--- src/rtl/game_round_timer.sv ---
// Round timer for a Tetris Battle match: countdown digit, BCD round clock and KO tally.
// Behaviour is selected by the game status code; a prescaler derives the 1 Hz tick.
module game_round_timer #(
   parameter int unsigned TICK_DIV  = 50_000_000,
   parameter int unsigned CNT_START = 3,
   parameter logic [7:0]  GAME_SECS = 8'h99,
   parameter int unsigned KO_MAX    = 5
) (
   input  logic       clk,
   input  logic       rst,
   input  logic [2:0] stat_in,
   input  logic       ko_event,
   output logic       tick_1hz,
   output logic [1:0] cntdown_val,
   output logic       cntdown_done,
   output logic [7:0] game_time_bcd,
   output logic       time_up,
   output logic [2:0] ko_count,
   output logic       ko_limit,
   output logic       game_over_req
);

   localparam int unsigned PW         = (TICK_DIV > 1) ? $clog2(TICK_DIV) : 1;
   localparam logic [PW-1:0] PresLast = PW'(TICK_DIV - 1);
   localparam logic [2:0] KoLim       = 3'(KO_MAX);
   localparam logic [1:0] CntInit     = 2'(CNT_START);

   typedef enum logic [2:0] {StClear, StLoad, StCount, StPlay, StFreeze} state_e;

   state_e          state;
   logic [2:0]      stat_prev_q, stat_prev_d;
   logic [PW-1:0]   presc_q, presc_d;
   logic            tick_q, tick_d;
   logic [1:0]      cnt_q, cnt_d;
   logic            done_q, done_d;
   logic [7:0]      time_q, time_d;
   logic            time_up_q, time_up_d;
   logic [2:0]      ko_q, ko_d;
   logic            ko_limit_q, ko_limit_d;
   logic            gor_q, gor_d;
   logic            phase_change;
   logic            tick_now;

   // Packed-BCD decrement; caller guarantees v != 8'h00.
   function automatic logic [7:0] bcd_dec(input logic [7:0] v);
      logic [3:0] hi;
      logic [3:0] lo;
      hi = v[7:4];
      lo = v[3:0];
      if (lo == 4'd0) begin
         return {hi - 4'd1, 4'd9};
      end
      return {hi, lo - 4'd1};
   endfunction

   // Decode the status code into the timer's operating mode.
   always_comb begin
      state = StClear;
      unique case (stat_in)
         3'b100:  state = StLoad;
         3'b101:  state = StCount;
         3'b110:  state = StPlay;
         3'b111:  state = StFreeze;
         default: state = StClear;
      endcase
   end

   // Next-state logic: prescaler, tick and per-mode counter updates.
   always_comb begin
      stat_prev_d  = stat_in;
      presc_d      = '0;
      tick_d       = 1'b0;
      done_d       = 1'b0;
      cnt_d        = cnt_q;
      time_d       = time_q;
      time_up_d    = time_up_q;
      ko_d         = ko_q;
      ko_limit_d   = ko_limit_q;
      gor_d        = gor_q;
      tick_now     = 1'b0;
      phase_change = (stat_in != stat_prev_q);

      // A phase change restarts the second so the first tick is a full period away.
      if ((state == StCount || state == StPlay) && !phase_change) begin
         tick_now = (presc_q == PresLast);
         presc_d  = tick_now ? '0 : presc_q + PW'(1);
      end

      unique case (state)
         StClear: begin
            cnt_d      = '0;
            time_d     = '0;
            time_up_d  = 1'b0;
            ko_d       = '0;
            ko_limit_d = 1'b0;
            gor_d      = 1'b0;
         end
         StLoad: begin
            cnt_d      = CntInit;
            time_d     = GAME_SECS;
            time_up_d  = 1'b0;
            ko_d       = '0;
            ko_limit_d = 1'b0;
            gor_d      = 1'b0;
         end
         StCount: begin
            tick_d = tick_now;
            gor_d  = time_up_q | ko_limit_q;
            if (tick_now && cnt_q != 2'd0) begin
               cnt_d  = cnt_q - 2'd1;
               done_d = (cnt_q == 2'd1);
            end
         end
         StPlay: begin
            tick_d = tick_now;
            gor_d  = time_up_q | ko_limit_q;
            if (tick_now && time_q != 8'h00) begin
               time_d = bcd_dec(time_q);
            end
            if (ko_event && ko_q != KoLim) begin
               ko_d = ko_q + 3'd1;
            end
            time_up_d  = time_up_q | (time_d == 8'h00);
            ko_limit_d = (ko_d == KoLim);
         end
         StFreeze: begin
            gor_d = time_up_q | ko_limit_q;
         end
         default: ;
      endcase
   end

   // State registers with synchronous reset.
   always_ff @(posedge clk) begin
      if (rst) begin
         stat_prev_q <= '0;
         presc_q     <= '0;
         tick_q      <= 1'b0;
         cnt_q       <= '0;
         done_q      <= 1'b0;
         time_q      <= '0;
         time_up_q   <= 1'b0;
         ko_q        <= '0;
         ko_limit_q  <= 1'b0;
         gor_q       <= 1'b0;
      end else begin
         stat_prev_q <= stat_prev_d;
         presc_q     <= presc_d;
         tick_q      <= tick_d;
         cnt_q       <= cnt_d;
         done_q      <= done_d;
         time_q      <= time_d;
         time_up_q   <= time_up_d;
         ko_q        <= ko_d;
         ko_limit_q  <= ko_limit_d;
         gor_q       <= gor_d;
      end
   end

   assign tick_1hz      = tick_q;
   assign cntdown_val   = cnt_q;
   assign cntdown_done  = done_q;
   assign game_time_bcd = time_q;
   assign time_up       = time_up_q;
   assign ko_count      = ko_q;
   assign ko_limit      = ko_limit_q;
   assign game_over_req = gor_q;

endmodule

--- config.mk ---
export PLATFORM = sky130hd
export DESIGN_NAME = game_round_timer
export DESIGN_NICKNAME = d
export VERILOG_FILES = /design/src/rtl/game_round_timer.sv
export SDC_FILE = /design/constraint.sdc
export NUM_CORES = 1
export LEC_CHECK = 0
export BUFFER_PORTS_ARGS = -buffer_cell sky130_fd_sc_hd__buf_2
export CORE_MARGIN = 2
export CORE_UTILIZATION = 35
export DETAILED_ROUTE_END_ITERATION = 8
export GPL_ROUTABILITY_DRIVEN = 0
export HOLD_SLACK_MARGIN = 0.12
export MAX_ROUTING_LAYER = met4
export PLACE_DENSITY = 0.52
export SYNTH_ARGS = -nofsm -noshare
export SYNTH_HDL_FRONTEND = slang
export SYNTH_SLANG_ARGS = --single-unit
--- constraint.sdc ---
create_clock -name clk -period 2.34 [get_ports clk]
set_input_delay 0.468 -clock clk [delete_from_list [all_inputs] [get_ports clk]]
set_output_delay 0.468 -clock clk [all_outputs]
set_load 0.005 [all_outputs]
==> Word level (Yosys, flattened, before mapping) <==
Cells that the tools add are included.
Widths: inputs -> output; s select.
{ "op_classes": {"addsub": 5, "n_eq_ne": 14, "muxes": 18, "bitwise": 6, "n_reduce_logical": 22} }
{ "ops": {"columns": ["cell", "count"], "rows": [
  ["$mux 8", 4],
  ["$add 26x1->26 const B", 1],
  ["$eq 26x26->1 const B", 1],
  ["$pmux 8 s3", 1],
  ["$eq 3x3->1 const B", 6],
  ["$pmux 3 s4", 1],
  ["$reduce_or 3->1", 3],
  ["$logic_not 8->1", 1],
  ["$reduce_bool 8->1", 1],
  ["$sub 4x1->4 const B", 2],
  ["$eq 3x2->1 const B", 2],
  ["$mux 3", 2],
  ["$pmux 1 s2", 3],
  ["$pmux 2 s3", 1],
  ["$pmux 3 s2", 1],
  ["$reduce_bool 2->1", 3],
  ["$reduce_bool 3->1", 2],
  ["$reduce_or 2->1", 3],
  ["$logic_and 1x1->1", 4],
  ["$logic_not 4->1", 1],
  ["$mux 1", 4],
  ["$not 1->1", 4],
  ["$add 3x1->3 const B", 1],
  ["$eq 3x1->1 const B", 1],
  ["other kinds (11)", 12]
]} }
{ "totals": {"register_bits": 47, "in_bits": 6, "output_inout_bits": 18, "word_cells": 75} }

==> Depth between registers and ports, before layout <==
{ "logic_depth": {"depth_word": 15, "ltp_mapped": 8, "ltp_nobuf": 8} }

==> Worst setup path after synthesis <==
No wires, ideal clock.
{ "synth_path": {"kind": "reg-to-reg", "from": "register time_q[0] (netlist: game_time_bcd[0])", "to": "register time_q[7] (netlist: game_time_bcd[7])", "setup_time_ns": 0.119, "arrival_ns": 1.907, "required_time_ns": 2.221, "slack_ns": 0.315, "path_stages_with_launch": 8, "n_path_buf": 0, "synth_period_minus_slack_ns": 2.025, "path_cell_list": "dfxtp_1 > inv_1 > ha_1 > or3b_2 > a21oi_1 > nor4b_4 > nand2_1 > o221a_2"} }
{ "synth_via": {"elab_chain_len": 8, "word_cells_on_any_way": 10, "cone_classes": "mux: 7; reduce/logical: 3"} }
{ "synth_rtl": {"columns": ["item", "line", "text"], "rows": [
  ["start: declaration", "36", "logic [7:0] time_q, time_d;"],
  ["start signal: assignment", "152", "time_q <= time_d;"],
  ["$logic_not 4->1", "50", "if (lo == 4'd0) begin"],
  ["$mux 1", "50", null],
  ["$mux 1", "117", "if (tick_now && time_q != 8'h00) begin"],
  ["$mux 1", "89", "unique case (state)"],
  ["$mux 8", "53", "return {hi, lo - 4'd1};"],
  ["$mux 8 (*)", "117", null],
  ["$mux 8 (*)", "89", null],
  ["$pmux 8 s3 (*)", "89", null]
]} }
Mark *: on every way between the ends. The rest lies on a longest branch, timed or not. The select of a mux whose other input is x is not followed.
A chain may end at the register's enable or synchronous reset.

==> Worst setup path after layout <==
{ "layout_path": {"from": "register time_q[1] (netlist: game_time_bcd[1])", "to": "register time_q[7] (netlist: game_time_bcd[7])"} }
Same word-level chain as after synthesis.

==> impl_metrics.ini <==
[detailed_routing]
drc = 0
drtPass1Iterations = 4
drtAntennaViolNets = 0
wire_per_inst_um = 12.61
drtIter0Drc = 77
via_per_inst = 5.099
wl_mm = 4.830
vias = 1953

[sta]
slew_viol_final = 0
setup_viol = 0
fin_crit_ps = 2196
hold_violations = 0
worstMarginPinSlew_ps = 377.4
setup_tns_ps = 0
period_share_pct = 93.87
skew_ps = 12.66
maxSlewHeadroom_pct = 74.73
rsz0062_at_grt = false
fmax_mhz = 455.3

[critical_path]
critical_path_class = flip-flop to flip-flop
critPathSlowestCell = or3b_2
critPathMaxStageDelay_ps = 500
critPathTopFamily = simple AND/OR/NAND/NOR gates
crit_path_max_fanout = 7
end_kind = flip-flop
worstPathCellList = inv_1 > ha_1 > or3b_2 > a21oi_2 > nor4b_4 > nand2_1 > a21oi_1 > o221a_2
crit_buf_inv = 1
worstPathRequired_ps = 2590
critPathArrivalTime_ps = 2450
cp-start-kind = flip-flop

[global_routing]
antenna_found_initial = 0
track_usage_pct = 14.30
grt_pass1_vias = 1843
grt_max_degree = 27
grt_pass1_wl_mm = 8.376
gr-total-overflow = 0

[floorplanning]
die-area_mm2 = 0.007423
start_util_pct = 36.78
die_h_um = 86.16
core_area_mm2 = 0.006422
pin_count = 24
rows = 29
die_x_um = 86.16

[final_layout]
drive_gt1_share_pct = 18.30
fin_util_pct = 42.41
fin_nets = 320
n_antenna_cell = 0
synthToLayoutAreaGrowth_pct = 15.31

[clock_network]
clk_path_buf_depth = 2
cts.sinks = 47
cts_tree = built
hold_buffers = 0
h-tree-depth = 2
cts_root_buf = clkbuf_8
clk_pin_slew_ps = 100
worstSkewPairLatency_ps = 300
cts_made_buffers = 5

[logic_synthesis]
postSynthAreaPerCell_um2 = 8.685
yosys.area_share.simple_pct = 30.77
synth_fa_ha_area_share_pct = 4.767
ys_seq_area_share_pct = 39.83
syn_nets = 287
yosysWarnings = 0
ys_types = 47
synth_top_family_by_area = simple AND/OR/NAND/NOR gates
synthMuxAreaShare_pct = 0
synth_compound_area_share_pct = 11.28
synth-seq-cells = 47
synth_ff_type = dfxtp_1
yosys.area_share.xor_xnor_pct = 9.640
synth_top_area_cell = dfxtp_1
synthArstFlopShare_pct = 0
synth_top_area_share_pct = 39.83
synth-edff-count = 0
synth_area_leaders = dfxtp_1, xor2_1, nor2_1, ha_1, nand2_1
syn_inst = 272
syn_area_mm2 = 0.002362

[hold_path]
hp-class = primary input to flip-flop

[power]
vdd_drop_max_uv = 237.6
p_leak_nw = 1.050
powerDensity_mw_per_mm2 = 522.9

[status]
status = finished, final reports clean

[placed_design]
io_buffer_count = 23
hpwl_mm = 3.491

[run]
cap_violations = 0
==> path summary, 6_finish.rpt <==
| check | startpoint | slack, ps | end | cells after the start |
|---|---|---|---|---|
| setup / recovery | game_time_bcd[1] | 140 | game_time_bcd[7] | 8 |
| hold / removal | stat_in[0] | 420 | stat_prev_q[0] | 2 |
| setup reg to reg | game_time_bcd[1] | 140 | game_time_bcd[7] | 8 |
| hold reg to reg | presc_q[0] | 480 | presc_q[0] | 1 |
==> cell usage in the layout, fill, tap and decap left out, types with 2 or more instances in the layout <==
master    Yosys  final
nor3b_2       2      2
o211ai_1      2      2
xnor2_1       6      6
a21oi_1      15     14
nand2_1      24     24
clkbuf_8      0      6
o21ai_0       6      6
nand4_1       6      6
o221a_2       2      2
ha_1          9      9
buf_2         1     23
and4_1        5      5
nand3_1      17     17
and2_1        3      3
xor2_1       20     20
nand2b_1      2      2
nor4_4        2      2
nor2_1       39     39
o21ai_1       2      2
nor3_1        7      7
buf_4         0     12
nor4bb_1      2      2
and3_1        6      6
dfxtp_1      47     47
a31oi_1       2      2
inv_1        11     11
nor4_1        2      2
nor2b_1       5      5
==> metrics by stage <==
stage               hold WS, ps  setup slack, ps  instance area (um^2)  power (mW)  std cells
global placement          466.1            189.4                  2621      0.9161        375
CTS                       404.9            94.08                  2720       1.452        383
floorplan                 441.6            314.6                  2362      0.8833        272
finish                    419.2            143.5                  2724       1.424        383
global route              433.2            15.19                  2724       1.495        383
detailed placement        466.0            127.3                  2621      0.9147        375
==> cell usage after synthesis, types with 3 or more instances <==
cell type and n:
nand4_1 6, nor2b_1 5, nand3_1 17, nor3_1 7, and2_1 3, nand2_1 24
o21ai_0 6, xnor2_1 6, nor2_1 39, xor2_1 20, ha_1 9, and4_1 5
dfxtp_1 47, and3_1 6, inv_1 11, clkbuf_1 7, a21oi_1 15
==> registers in the layout, summed over array words and instances (netlist names) <==
name / flops
ko_limit: 1
ko_count: 3
cntdown_done: 1
game_over_req: 1
presc_q: 26
cntdown_val: 2
time_up: 1
tick_1hz: 1
game_time_bcd: 8
stat_prev_q: 3
==> power by group <==
part | total [mW] | internal (mW) | switching, mW
Clock | 0.527 | 0.242 | 0.286
Combinational | 0.0841 | 0.0338 | 0.0504
Sequential | 0.813 | 0.807 | 0.00569
Total | 1.42 | 1.08 | 0.342
==> kinds of logic after synthesis <==
logic type	count (synthesis)
simple gates	129
flops	47
compound gates	40
xor+xnor	26
buf+inv	21
fa+ha+maj	9
==> layer usage <==
layer | vias to the layer above | GRT usage [%] | part of all wire (%)
li1 | 1010 | - | -
met1 | 912 | 19.10 | 50
met2 | 26 | 21.63 | 44
met3 | 5 | 3.080 | 4.2
met4 | 0 | 4.329 | 1.2
met5 | - | - | 0
==> final cells by class <==
class	instances	area (um^2)
clock buffer	6	82.58
clock inverter	2	16.27
fill	665	3699
inverter	12	45.04
multi-input combinational	204	1338
sequential	47	940.9
tap	77	96.34
timing repair buffer	35	205.2
==> what timing repair did <==
item	CTS	global route
buffers inserted	0	0
setup endpoints to repair	0	2
resized for setup	0	1
(Power assumes the default switching activity.)
